$ cat config.mk
export PLATFORM = sky130hd
export DESIGN_NAME = serdesphy_csr_regfile
export DESIGN_NICKNAME = d
export VERILOG_FILES = /design/src/rtl/serdesphy_csr_pkg.sv /design/src/rtl/serdesphy_sync2.sv /design/src/rtl/serdesphy_csr_regfile.sv
export SDC_FILE = /design/constraint.sdc
export NUM_CORES = 1
export LEC_CHECK = 0
export ABC_CLOCK_PERIOD_IN_PS = 1730
export CORE_ASPECT_RATIO = 1.2
export CORE_MARGIN = 10
export CORE_UTILIZATION = 45
export DETAILED_ROUTE_END_ITERATION = 6
export GPL_TIMING_DRIVEN = 0
export PLACE_DENSITY_LB_ADDON = 0.15
export REMOVE_ABC_BUFFERS = 1
export SYNTH_ARGS = -nofsm -noshare
export SYNTH_HDL_FRONTEND = slang
export SYNTH_SLANG_ARGS = --single-unit
$ cat constraint.sdc
create_clock -name clk -period 1.73 [get_ports clk]
set_input_delay 0.2595 -clock clk [delete_from_list [all_inputs] [get_ports clk]]
set_output_delay 0.2595 -clock clk [all_outputs]
set_load 0.02 [all_outputs]
$ cat src/rtl/serdesphy_csr_pkg.sv
// Shared register map, bit positions and reset constants for the PHY CSR bank.
package serdesphy_csr_pkg;

  localparam int unsigned IRQ_W = 3;

  localparam logic [7:0] ADDR_ID       = 8'h00;
  localparam logic [7:0] ADDR_CTRL     = 8'h01;
  localparam logic [7:0] ADDR_PLL_CFG  = 8'h02;
  localparam logic [7:0] ADDR_CMD      = 8'h03;
  localparam logic [7:0] ADDR_STATUS   = 8'h04;
  localparam logic [7:0] ADDR_IRQ_STAT = 8'h05;
  localparam logic [7:0] ADDR_IRQ_MASK = 8'h06;
  localparam logic [7:0] ADDR_SCRATCH  = 8'h07;

  localparam int unsigned CTRL_TX_EN    = 0;
  localparam int unsigned CTRL_RX_EN    = 1;
  localparam int unsigned CTRL_LOOPBACK = 2;

  localparam int unsigned CMD_APPLY      = 0;
  localparam int unsigned CMD_SOFT_RESET = 1;

  localparam int unsigned IRQ_LOCK_LOST = 0;
  localparam int unsigned IRQ_FIFO_OVF  = 1;
  localparam int unsigned IRQ_I2C_ERR   = 2;

  localparam logic [2:0]       CTRL_RST     = '0;
  localparam logic [IRQ_W-1:0] IRQ_STAT_RST = '0;
  localparam logic [IRQ_W-1:0] IRQ_MASK_RST = '0;
  localparam logic [7:0]       SCRATCH_RST  = '0;

endpackage

$ cat src/rtl/serdesphy_sync2.sv
// Two-flop synchroniser for a single asynchronous level; clears to 0 on reset.
module serdesphy_sync2 (
  input  logic clk,
  input  logic rst,
  input  logic d,
  output logic q
);

  logic s1_q;
  logic s2_q;

  always_ff @(posedge clk) begin
    if (rst) begin
      s1_q <= 1'b0;
      s2_q <= 1'b0;
    end else begin
      s1_q <= d;
      s2_q <= s1_q;
    end
  end

  assign q = s2_q;

endmodule

$ cat src/rtl/serdesphy_csr_regfile.sv
// PHY CSR bank behind the I2C slave: control/config registers, sticky W1C
// interrupt status, shadowed PLL config with apply strobe, and registered irq.
module serdesphy_csr_regfile
  import serdesphy_csr_pkg::*;
#(
  parameter logic [7:0] CHIP_ID     = 8'hA5,
  parameter logic [7:0] PLL_CFG_RST = 8'h14
) (
  input  logic       clk,
  input  logic       rst,
  input  logic [7:0] reg_addr,
  input  logic [7:0] reg_wdata,
  input  logic       reg_write_en,
  input  logic       reg_read_en,
  output logic [7:0] reg_rdata,
  input  logic       pll_lock_async,
  input  logic       cdr_lock_async,
  input  logic       fifo_ovf_pulse,
  input  logic       i2c_error,
  output logic       tx_en,
  output logic       rx_en,
  output logic       loopback,
  output logic [7:0] pll_cfg,
  output logic       soft_reset_pulse,
  output logic       irq
);

  logic             pll_sync, cdr_sync;
  logic             we_prev_q, we_prev_d;
  logic [2:0]       ctrl_q, ctrl_d;
  logic [7:0]       shadow_q, shadow_d;
  logic [7:0]       pll_cfg_q, pll_cfg_d;
  logic [IRQ_W-1:0] stat_q, stat_d;
  logic [IRQ_W-1:0] mask_q, mask_d;
  logic [7:0]       scratch_q, scratch_d;
  logic [7:0]       rdata_q, rdata_d;
  logic             srp_q, srp_d;
  logic             irq_q, irq_d;
  logic             pll_hist_q, pll_hist_d;
  logic             i2c_prev_q, i2c_prev_d;
  logic             commit;
  logic [IRQ_W-1:0] set_ev, clr_mask;
  logic             unused_read_en;

  assign unused_read_en = reg_read_en;

  serdesphy_sync2 u_sync_pll (.clk(clk), .rst(rst), .d(pll_lock_async), .q(pll_sync));
  serdesphy_sync2 u_sync_cdr (.clk(clk), .rst(rst), .d(cdr_lock_async), .q(cdr_sync));

  always_comb begin
    commit     = reg_write_en & ~we_prev_q;
    we_prev_d  = reg_write_en;
    pll_hist_d = pll_sync;
    i2c_prev_d = i2c_error;

    ctrl_d    = ctrl_q;
    shadow_d  = shadow_q;
    pll_cfg_d = pll_cfg_q;
    mask_d    = mask_q;
    scratch_d = scratch_q;
    srp_d     = 1'b0;
    clr_mask  = '0;

    if (commit) begin
      case (reg_addr)
        ADDR_CTRL:     ctrl_d    = reg_wdata[2:0];
        ADDR_PLL_CFG:  shadow_d  = reg_wdata;
        ADDR_CMD: begin
          if (reg_wdata[CMD_APPLY]) pll_cfg_d = shadow_q;
          srp_d = reg_wdata[CMD_SOFT_RESET];
        end
        ADDR_IRQ_STAT: clr_mask  = reg_wdata[IRQ_W-1:0];
        ADDR_IRQ_MASK: mask_d    = reg_wdata[IRQ_W-1:0];
        ADDR_SCRATCH:  scratch_d = reg_wdata;
        default: ;
      endcase
    end

    // Set events are applied after the W1C clear so a coincident event wins.
    set_ev                = '0;
    set_ev[IRQ_LOCK_LOST] = pll_hist_q & ~pll_sync;
    set_ev[IRQ_FIFO_OVF]  = fifo_ovf_pulse;
    set_ev[IRQ_I2C_ERR]   = i2c_error & ~i2c_prev_q;
    stat_d = (stat_q & ~clr_mask) | set_ev;

    irq_d = |(stat_q & mask_q);

    case (reg_addr)
      ADDR_ID:       rdata_d = CHIP_ID;
      ADDR_CTRL:     rdata_d = {5'b0, ctrl_q};
      ADDR_PLL_CFG:  rdata_d = shadow_q;
      ADDR_STATUS:   rdata_d = {6'b0, cdr_sync, pll_sync};
      ADDR_IRQ_STAT: rdata_d = {{(8-IRQ_W){1'b0}}, stat_q};
      ADDR_IRQ_MASK: rdata_d = {{(8-IRQ_W){1'b0}}, mask_q};
      ADDR_SCRATCH:  rdata_d = scratch_q;
      default:       rdata_d = '0;
    endcase
  end

  always_ff @(posedge clk) begin
    if (rst) begin
      we_prev_q  <= 1'b1;
      ctrl_q     <= CTRL_RST;
      shadow_q   <= PLL_CFG_RST;
      pll_cfg_q  <= PLL_CFG_RST;
      stat_q     <= IRQ_STAT_RST;
      mask_q     <= IRQ_MASK_RST;
      scratch_q  <= SCRATCH_RST;
      rdata_q    <= '0;
      srp_q      <= 1'b0;
      irq_q      <= 1'b0;
      pll_hist_q <= 1'b0;
      i2c_prev_q <= 1'b0;
    end else begin
      we_prev_q  <= we_prev_d;
      ctrl_q     <= ctrl_d;
      shadow_q   <= shadow_d;
      pll_cfg_q  <= pll_cfg_d;
      stat_q     <= stat_d;
      mask_q     <= mask_d;
      scratch_q  <= scratch_d;
      rdata_q    <= rdata_d;
      srp_q      <= srp_d;
      irq_q      <= irq_d;
      pll_hist_q <= pll_hist_d;
      i2c_prev_q <= i2c_prev_d;
    end
  end

  assign reg_rdata        = rdata_q;
  assign tx_en            = ctrl_q[CTRL_TX_EN];
  assign rx_en            = ctrl_q[CTRL_RX_EN];
  assign loopback         = ctrl_q[CTRL_LOOPBACK];
  assign pll_cfg          = pll_cfg_q;
  assign soft_reset_pulse = srp_q;
  assign irq              = irq_q;

endmodule

==> summary.txt, run 1 <==
Detailed routing
  • Vias per Instance: 5.14
  • Detailed Route Iter0 Violations: 159
  • ANT nets after route: 0
  • Total Routed Length: 4560 um
  • Avg WL per Cell: 15.1 um
  • Detailed-route via count: 1,551
  • Drt first pass iters: 4
  • DRC: 0

Floorplanning
  • Die Area: 7440 um2
  • Die Y: 92.5 um
  • Core footprint: 4260 um2
  • Row Count: 26
  • Die width: 80.5 um
  • IO Pins: 45
  • Starting Density: 46.3%

Global route
  • Largest net degree at the start of global routing: 46
  • Total track usage: 12.9%
  • First-pass GRT wire length: 7730 um
  • Vias in the first global route: 1,577
  • Grt total ovfl: 0
  • Antenna violations before repair: 0

STA
  • Unrepaired setup endpoints after global routing: yes
  • Slew @ Worst Pin: 0.806 ns
  • Hold Vio Cnt, Final: 0
  • Slew HR: 46.3%
  • Achievable Freq: 0.618 GHz
  • Setup violations, final: 0
  • Min Tclk post-route: 1.62 ns
  • Worst Skew: 0.00209 ns
  • Final hold slack: 0.409 ns
  • Tcrit/Tclk final: 93.5%
  • Final slew viol count: 0

Finish
  • Fill cell count: 382
  • Most frequent cells in the layout: dfxtp_1 (50), nor2_1 (40), clkdlybuf4s50_1 (38)
  • Area growth syn-to-layout: 30.8%
  • Layout cells sized above 1: 10.2%
  • Nets: 269
  • Most common cell after layout, fill and taps aside: dfxtp_1
  • N_diodes: 0
  • Post-Layout Inst Area: 2580 um2

Job
  • Number of max-cap violations: 0

Logic synthesis
  • Top FF cell, synth: dfxtp_1
  • Largest area contributor in the netlist: dfxtp_1
  • Synth top area cells: dfxtp_1 (51%), mux2i_1 (14%), nor2_1 (7.6%)
  • Yosys warns: 0
  • Number of distinct library cells after synthesis: 36
  • Post-synthesis area per instance: 9.97 um2
  • Mapped Cells: 198
  • Number of synthesized flops with an enable pin: 0
  • Ys async rst share: 0%
  • Mapped cell area: 1970 um2
  • Area share of the largest cell type after synthesis: 50.7%
  • FF+latch count, synth: 50
  • Post-synthesis sequential area ratio: 50.7%

Worst setup path
  • Crit Path Max Fanout: 7
  • Req. time, crit path: 1.96 ns
  • WS Path Type: primary input to flip-flop
  • Critical path data arrival time: 1.85 ns
  • CP endpoint kind: flip-flop
  • Startpoint types: primary input

Pwr
  • NetSw: 444 uW
  • Power, Total: 2.00 mW
  • Leakage: 1.07 nW
  • Comb pwr share: 7.2%
  • Worst VDD drop: 0.543 mV
  • Flop pwr share: 58.4%
  • Pwr Density: 775 nW/um2
  • Internal power: 1.55 mW
  • Switching share of total power: 22.2%
  • Clock power frac: 34.3%

Placed design
  • Routability-driven placement congestion ratio: 0.823
  • PortBufs: 43
  • DP HPWL: 3110 um
  • Dpl cell area: 2420 um2

Clocking
  • Hold buffers post-CTS: 0
  • CTS tree: yes
  • Clock sink total: 50
  • Root buf cell: clkbuf_8
  • H-tree levels: 2
  • Worst-Skew Late Latency: 0.30 ns
  • CTS clk-pin slew, worst paths: 0.08 ns
  • Bufs on Longest Clock Path: 2
  • CTS Buf Count: 5

Status
  • Status: completed

Hold path
  • Min-Delay Path Class: primary input to flip-flop
cell families (layout without fill, tap and decap cells):
logic type / Yosys count / in the layout / share of synthesized area [%]
AND/OR/NAND/NOR: 84 / 84 / 23.3
AO/OA/AOI/OAI: 22 / 22 / 7.48
multiplexers: 29 / 29 / 15.4
flip-flops: 50 / 50 / 50.7
buffers and inverters: 13 / 61 / 3.11
layer usage:
metal	global-route usage, %	up-vias	part of all wire, %
li1	-	782	-
met1	16.1	720	47
met2	19.9	44	45
met3	4.26	5	7.1
met4	5.00	0	1.4
met5	0	-	0
sequential cells by signal (all words and copies together), names as in the netlist, 3 cells and up:
name and count:
ctrl_q 3, mask_q 3, pll_cfg 8, reg_rdata 8
scratch_q 8, shadow_q 8, stat_q 3
synth_stat cells (2+ instances only):
master / number
dfxtp_1: 50
nor2_1: 40
mux2i_1: 27
nor2b_1: 10
a21oi_1: 9
clkbuf_1: 7
nand4_1: 5
nor3_1: 5
nand2_1: 4
nand3_1: 4
a22oi_1: 3
inv_1: 3
nand2b_1: 3
a221oi_1: 2
a32oi_1: 2
and2_1: 2
and3_1: 2
nand3_2: 2
worst max-delay path, stage by stage:
cell and delay, ns:
clkdlybuf4s50_1 0.46, nor4b_4 0.28, buf_6 0.17, and4_4 0.33
buf_4 0.16, nor3_1 0.04, a21oi_1 0.14
final timing paths:
| path | startpoint | endpoint | slack (ns) | cells past startpoint |
|---|---|---|---|---|
| setup reg to reg | we_prev_q | pll_cfg[2] | 0.21 | 6 |
| hold reg to reg | u_sync_pll.s1_q | u_sync_pll.q | 0.45 | 1 |
| setup / recovery | reg_addr[7] | pll_cfg[2] | 0.11 | 7 |
| hold / removal | reg_addr[1] | soft_reset_pulse | 0.41 | 3 |
power by group through the flow:
stage               clock network, mW  logic (mW)  registers, mW
detailed placement                  0       0.138           1.20
global route                    0.745       0.159           1.17
global placement                    0       0.140           1.20
CTS                             0.704       0.144           1.17
floorplan                           0      0.0416           1.19
finish                          0.686       0.145           1.17
timing repair:
item / 4_1_cts / 5_1_grt
gates cloned: 0 / 0
resized for setup: 7 / 4
setup buffers: 5 / 2
endpoints found under the hold margin: 0 / 0
pin swaps: 2 / 3
setup endpoints to repair: 40 / 22
metrics by stage:
step	instances	worst slack, ns	TNS [ns]	utilization (%)
finish	302	0.113	0	60.5
CTS	300	0.0556	0	60.1
global placement	287	-0.819	-29.14	56.9
global route	302	-0.0300	-0.0551	60.5
detailed placement	287	-0.688	-21.42	56.8
floorplan	188	0.156	0	-
final cells by class:
cell class | count | area (um2) | share of cell area [%]
inverter | 3 | 11.3 | 0.436
multi-input combinational | 135 | 930 | 36.0
clock inverter | 1 | 5.00 | 0.194
clock buffer | 7 | 86.3 | 3.35
sequential | 50 | 1000 | 38.8
tap | 56 | 70.1 | 2.72
timing repair buffer | 50 | 477 | 18.5
No activity file was read; power rests on OpenSTA's default activity.
==> inputs of run 2 (changes only) <==
--- a/config.mk
+++ b/config.mk
@@ -12,7 +12,7 @@
 export DETAILED_ROUTE_END_ITERATION = 6
 export GPL_TIMING_DRIVEN = 0
 export PLACE_DENSITY_LB_ADDON = 0.15
-export REMOVE_ABC_BUFFERS = 1
 export SYNTH_ARGS = -nofsm -noshare
 export SYNTH_HDL_FRONTEND = slang
 export SYNTH_SLANG_ARGS = --single-unit
+export TNS_END_PERCENT = 30
==> run 2 against run 1 <==
- sequential power about the same
- clock power is 6.0% lower
- wire length is 2.8% higher
- global-route usage fell by 0.14 points
- total power fell by 1.7%
- combinational power rose by 4%
- clock-buffer cell count is 1 lower
- hold slack worse by 0.11 ns
- critical endpoint is now pll_cfg[5]
- largest cell class unchanged
- largest power group unchanged
==> summary.txt, run 2 (synthesis results as in run 1) <==
Global route
  • Grt total ovfl: 0 (unchanged)
  • Largest net degree at the start of global routing: 15 (-67%)
  • Total track usage: 12.8% (-0.14 points)
  • Vias in the first global route: 1,522 (-3.5%)
  • Antenna violations before repair: 0 (unchanged)
  • First-pass GRT wire length: 7590 um (-1.8%)

Floorplanning
  • Die Area: 7440 um2 (unchanged)
  • Core footprint: 4260 um2 (unchanged)
  • IO Pins: 45 (unchanged)
  • Die width: 80.5 um (unchanged)
  • Row Count: 26 (unchanged)
  • Starting Density: 46.3% (unchanged)
  • Die Y: 92.5 um (unchanged)

STA
  • Achievable Freq: 0.610 GHz (-1.4%)
  • Unrepaired setup endpoints after global routing: yes
  • Tcrit/Tclk final: 94.8% (+1.3 points)
  • Slew @ Worst Pin: 0.523 ns (-0.283 ns)
  • Setup violations, final: 0 (unchanged)
  • Final slew viol count: 0 (unchanged)
  • Slew HR: 65.2% (+19 points)
  • Min Tclk post-route: 1.64 ns (+0.0229 ns)
  • Worst Skew: 0.00684 ns (+0.00475 ns)
  • Hold Vio Cnt, Final: 0 (unchanged)

Pwr
  • Worst VDD drop: 0.435 mV (-20%)
  • Power, Total: 1.96 mW (-1.7%)
  • Leakage: 1.07 nW (+0.14%)
  • Pwr Density: 759 nW/um2 (-2.1%)

Detailed routing
  • Detailed-route via count: 1,565 (+0.90%)
  • Avg WL per Cell: 15.3 um (+1.1%)
  • ANT nets after route: 0 (unchanged)
  • Detailed Route Iter0 Violations: 215 (+35%)
  • Drt first pass iters: 4 (unchanged)
  • Vias per Instance: 5.10 (-0.74%)
  • DRC: 0 (unchanged)
  • Total Routed Length: 4690 um (+2.8%)

Placed design
  • Dpl cell area: 2440 um2 (+1.0%)
  • PortBufs: 40 (-7.0%)
  • Routability-driven placement congestion ratio: 0.937 (+14%)
  • DP HPWL: 3380 um (+8.7%)

Clocking
  • CTS Buf Count: 5 (unchanged)
  • Hold buffers post-CTS: 0 (unchanged)
  • CTS tree: yes
  • CTS clk-pin slew, worst paths: 0.08 ns (about the same)
  • Worst-Skew Late Latency: 0.30 ns (about the same)
  • Root buf cell: clkbuf_8
  • Bufs on Longest Clock Path: 2 (unchanged)
  • H-tree levels: 2 (unchanged)
  • Clock sink total: 50 (unchanged)

Worst setup path
  • CP peak stage delay: 0.46 ns (about the same)
  • Startpoint types: primary input
  • Cells along the critical path: clkdlybuf4s50_1 -> nor4b_4 -> buf_6 -> and4_1 -> buf_6 -> mux2i_1 -> nor2_1
  • WS Path Type: primary input to flip-flop
  • CP dominant cell by count: buf_6
  • Critical path data arrival time: 1.82 ns (-0.03 ns)
  • Critical path's slowest cell: clkdlybuf4s50_1
  • Crit Path Max Fanout: 10 (+3)
  • CP endpoint kind: flip-flop
  • Req. time, crit path: 1.91 ns (-0.05 ns)

Finish
  • Most frequent cells in the layout: dfxtp_1 (50), nor2_1 (40), clkdlybuf4s50_1 (38)
  • N_diodes: 0 (unchanged)
  • Nets: 275 (+2.2%)
  • Most common cell after layout, fill and taps aside: dfxtp_1
  • Post-Layout Inst Area: 2590 um2 (+0.34%)
  • Area growth syn-to-layout: 31.2%
  • Fill cell count: 379 (-0.79%)
  • Layout cells sized above 1: 9.56% (-0.60 points)
  • Fin util: 60.7% (+0.21 points)

Logic synthesis
  • Mapped Nets: 222

Job
  • Number of max-cap violations: 0 (unchanged)

Hold path
  • Min-Delay Path Class: primary input to flip-flop

Status
  • Status: completed
==> run 2: cell types whose count changed in the layout (fill, tap and decap cells not counted), sizes merged <==
| cell | before | now |
|---|---|---|
| buf | 8 | 9 |
| clkinv | 1 | 0 |
| dlygate4sd2 | 2 | 0 |
| clkbuf | 8 | 13 |
| dlymetal6s2s | 1 | 2 |
| clkinvlp | 0 | 1 |
==> run 2: metrics by stage <==
step / hold WS [ns] / setup WS (ns) / instances / TNS (ns)
floorplan: 0.366 / 0.277 / 198 / 0
global placement: 0.418 / -0.462 / 294 / -14.12
detailed placement: 0.427 / -0.501 / 294 / -15.59
CTS: 0.294 / -0.00179 / 304 / -0.00179
global route: 0.327 / -0.00945 / 307 / -0.0124
finish: 0.303 / 0.0902 / 307 / 0
==> run 2: final timing paths <==
kind	from	end	slack (ns)	cells after the start
worst max register to register	we_prev_q	pll_cfg[5]	0.17	6
worst max-delay path	reg_addr[7]	pll_cfg[5]	0.09	7
worst min register to register	u_sync_cdr.s1_q	u_sync_cdr.q	0.44	1
worst min-delay path	reg_addr[2]	reg_rdata[0]	0.30	3
==> run 2: final cells by class <==
| type | count | area [um2] | area share [%] |
|---|---|---|---|
| Sequential cell | 50 | 1000 | 38.7 |
| Multi-Input combinational cell | 135 | 922 | 35.6 |
| Timing Repair Buffer | 46 | 454 | 17.5 |
| Clock buffer | 6 | 72.6 | 2.80 |
| Tap cell | 56 | 70.1 | 2.71 |
| Buffer | 10 | 50.0 | 1.93 |
| Inverter | 3 | 11.3 | 0.435 |
| Clock inverter | 1 | 7.51 | 0.290 |
==> run 2: report_power, final <==
part / total, mW / switching, mW / internal, mW
logic: 0.151 / 0.0776 / 0.0736
clock network: 0.645 / 0.367 / 0.278
registers: 1.17 / 0.00684 / 1.16
total: 1.96 / 0.451 / 1.51
==> run 2: worst max-delay path, delay by kind of cell <==
kind	cells	cell delay, ns
buf+inv	3	0.79
simple gates	3	0.55
mux	1	0.21
==> run 2: metal layers <==
metal	share of wire, %	global-route usage, %	vias to the layer above
li1	-	-	795
met1	46	15.8	706
met2	43	19.7	55
met3	9.6	4.84	9
met4	1.6	4.12	0
met5	0	0	-
==> run 2: timing repair <==
item                       CTS  global route
setup endpoints to repair   33            25
pin swaps                    2             2
cloned                       0             0
resized for setup            1             4
setup buffers                3             3
==> inputs of run 3 (changes only) <==
--- a/config.mk
+++ b/config.mk
@@ -7,8 +7,7 @@
 export LEC_CHECK = 0
 export ABC_CLOCK_PERIOD_IN_PS = 1730
 export CORE_ASPECT_RATIO = 1.2
-export CORE_MARGIN = 10
-export CORE_UTILIZATION = 45
+export CORE_UTILIZATION = 49
 export DETAILED_ROUTE_END_ITERATION = 6
 export GPL_TIMING_DRIVEN = 0
 export PLACE_DENSITY_LB_ADDON = 0.15
==> run 3 against run 2 <==
- clock power grew 26%
- clock skew shrank 0.0030 ns
- critical path depth shrank 1
- die area shrank 42%
- final cell count shrank 0.65%
- hold slack lost 0.0066 ns
- global-route usage grew 9.4 points
- flip-flop and latch count is the same
- fmax grew 1.4%
- setup slack gained 0.022 ns
- critical path type unchanged
- critical endpoint is now pll_cfg[1]
==> summary.txt, run 3 (synthesis results as in run 1) <==
Status
  • Status: completed

STA
  • Achievable Freq: 0.618 GHz (+1.4%)
  • Slew HR: 66.1% (+1.0 points)
  • Min Tclk post-route: 1.62 ns (-0.0221 ns)
  • Tcrit/Tclk final: 93.5% (-1.3 points)
  • Final hold slack: 0.297 ns (-0.00659 ns)
  • Setup violations, final: 0 (unchanged)
  • Worst Skew: 0.00381 ns (-0.00303 ns)
  • Slew @ Worst Pin: 0.508 ns (-0.0149 ns)
  • Hold Vio Cnt, Final: 0 (unchanged)
  • Final slew viol count: 0 (unchanged)
  • Unrepaired setup endpoints after global routing: no

Global route
  • Grt total ovfl: 0 (unchanged)
  • Total track usage: 22.2% (+9.4 points)
  • First-pass GRT wire length: 6970 um (-8.2%)
  • Antenna violations before repair: 0 (unchanged)
  • Vias in the first global route: 1,439 (-5.5%)
  • Largest net degree at the start of global routing: 16 (+1)

Hold path
  • Min-Delay Path Class: primary input to flip-flop
  • Hold path cells: 3 (unchanged)
  • Hold Crit Start: reg_addr[2]
  • Hold EP: reg_rdata[0]

Clocking
  • Bufs on Longest Clock Path: 2 (unchanged)
  • CTS Buf Count: 5 (unchanged)
  • Worst-Skew Late Latency: 0.31 ns (about the same)
  • CTS tree: yes
  • Root buf cell: clkbuf_8
  • H-tree levels: 2 (unchanged)
  • Hold buffers post-CTS: 0 (unchanged)
  • Clock sink total: 50 (unchanged)
  • CTS clk-pin slew, worst paths: 0.09 ns (about the same)

Pwr
  • NetSw: 469 uW (+3.8%)
  • Switching share of total power: 22.0% (-1.0 points)
  • Comb pwr share: 7.1% (-0.6 points)
  • Flop pwr share: 54.8% (-4.7 points)
  • Internal power: 1.67 mW (+10%)
  • Worst VDD drop: 0.750 mV (+72%)
  • Pwr Density: 815 nW/um2 (+7.4%)
  • Leakage: 1.10 nW (+2.6%)
  • Clock power frac: 38.2% (+5.4 points)
  • Power, Total: 2.13 mW (+8.7%)

Detailed routing
  • Drt first pass iters: 5 (+1)
  • Met3 routed WL: 294 um (-35%)
  • Total Routed Length: 4400 um (-6.1%)
  • DRC: 0 (unchanged)
  • ANT nets after route: 0 (unchanged)
  • Metal-1 WL: 1930 um (-9.9%)
  • Met2 wire length: 2080 um (+3.3%)
  • Top Layer Used: met4
  • Detailed-route via count: 1,615 (+3.2%)
  • Detailed Route Iter0 Violations: 58 (-73%)
  • Avg WL per Cell: 14.4 um (-5.5%)
  • Vias per Instance: 5.30 (+3.9%)

Worst setup path
  • Critical path's slowest cell: clkdlybuf4s50_1
  • CP endpoint kind: flip-flop
  • Critical path data arrival time: 1.80 ns (-0.02 ns)
  • CP peak stage delay: 0.51 ns (+0.05 ns)
  • Req. time, crit path: 1.91 ns (about the same)
  • Origin of the critical flop-to-flop path: we_prev_q
  • WS Path Type: primary input to flip-flop
  • Flop2flop setup slack: 0.19 ns (+0.02 ns)
  • CP top delay family: buffers and inverters
  • CP bufs+invs: 2 (-1)
  • Startpoint types: primary input
  • Worst Reg-to-Reg Cells: 6 (unchanged)
  • Cells along the critical path: clkdlybuf4s50_1 -> nor4_4 -> and4_1 -> buf_6 -> mux2i_1 -> nor2_1
  • Crit Path Max Fanout: 10 (unchanged)
  • R2r endpoint: pll_cfg[1]

Finish
  • Nets: 276 (+0.36%)
  • Sequential standard cell area: 1000 um2 (unchanged)
  • Most frequent cells in the layout: dfxtp_1 (50), nor2_1 (40), clkdlybuf4s50_1 (37)
  • N_diodes: 0 (unchanged)
  • Fill cell count: 302 (-20%)
  • Area growth syn-to-layout: 32.8%
  • Area of the multi-input gates: 922 um2 (unchanged)
  • Most common cell after layout, fill and taps aside: dfxtp_1
  • Post-route non-filler standard cell count: 305 (-0.65%)
  • Layout cells sized above 1: 10.3% (+0.71 points)

Floorplanning
  • Starting Density: 52.6% (+6.3 points)
  • Die Area: 4290 um2 (-42%)
  • Row Count: 24 (-7.7%)
  • Die width: 59.9 um (-26%)
  • IO Pins: 45 (unchanged)
  • Die Y: 71.5 um (-23%)
  • Core footprint: 3750 um2 (-12%)

Placed design
  • Placed insts: 290 (-1.4%)
  • DP HPWL: 3030 um (-10%)
  • Routability-driven placement congestion ratio: 0.943 (+0.64%)
  • PortBufs: 40 (unchanged)

Job
  • Number of max-cap violations: 0 (unchanged)

Logic synthesis
  • Mapped Nets: 222 (unchanged)
-- run 3: routing by layer --
layer | vias to the layer above | GRT usage, %
met2 | 66 | 34.6
met3 | 10 | 6.86
met1 | 741 | 28.7
li1 | 798 | -
met4 | 0 | 8.01
met5 | - | 0
-- run 3: repair_timing --
item                                    4_1_cts  5_1_grt
gates cloned                                  0        0
pin swaps                                     3        1
buffers inserted                              6        1
gates resized for setup                       1        4
endpoints found under the setup margin       31       17
-- run 3: cell type report --
class	instances	area share, %
sequential	50	38.2
timing repair buffer	47	17.6
clock buffer	6	2.77
clock inverter	2	1.43
tap	52	2.48
multi-input combinational	135	35.2
buffer	10	1.91
inverter	3	0.430
-- run 3: power by group through the flow --
stage,Combinational (mW),Clock [mW],Sequential [mW]
global route,0.161,0.878,1.17
floorplan,0.0661,0,1.19
detailed placement,0.143,0,1.20
global placement,0.143,0,1.20
CTS,0.150,0.821,1.17
finish,0.151,0.815,1.17
-- run 3: how the worst max path moves through the flow --
stage,from,endpoint,depth (start not counted)
floorplan,reg_addr[4],pll_cfg[0],5
global placement,reg_addr[5],scratch_q[1],5
detailed placement,reg_addr[5],scratch_q[1],5
CTS,reg_addr[6],pll_cfg[1],6
global route,reg_addr[5],pll_cfg[7],6
finish,reg_addr[5],pll_cfg[1],6
-- run 3: worst register-to-register path, cell delays in order, from the launching register on --
cell and delay, ns:
dfxtp_1 0.33, nor4b_4 0.26, buf_4 0.18, and4_1 0.23, buf_6 0.17, mux2i_1 0.19
nor2_1 0.05
-- run 3: per-stage QoR --
stage / worst slack [ns] / util (%) / TNS [ns] / area (um2)
4_1_cts: 0.0176 / 69.3 / 0 / 2600
2_1_floorplan: 0.277 / - / 0 / 1970
3_3_place_gp: -0.466 / 65.0 / -13.86 / 2440
3_5_place_dp: -0.483 / 65.0 / -14.49 / 2440
6_report: 0.112 / 69.8 / 0 / 2620
5_1_grt: 0.0165 / 69.8 / 0 / 2620
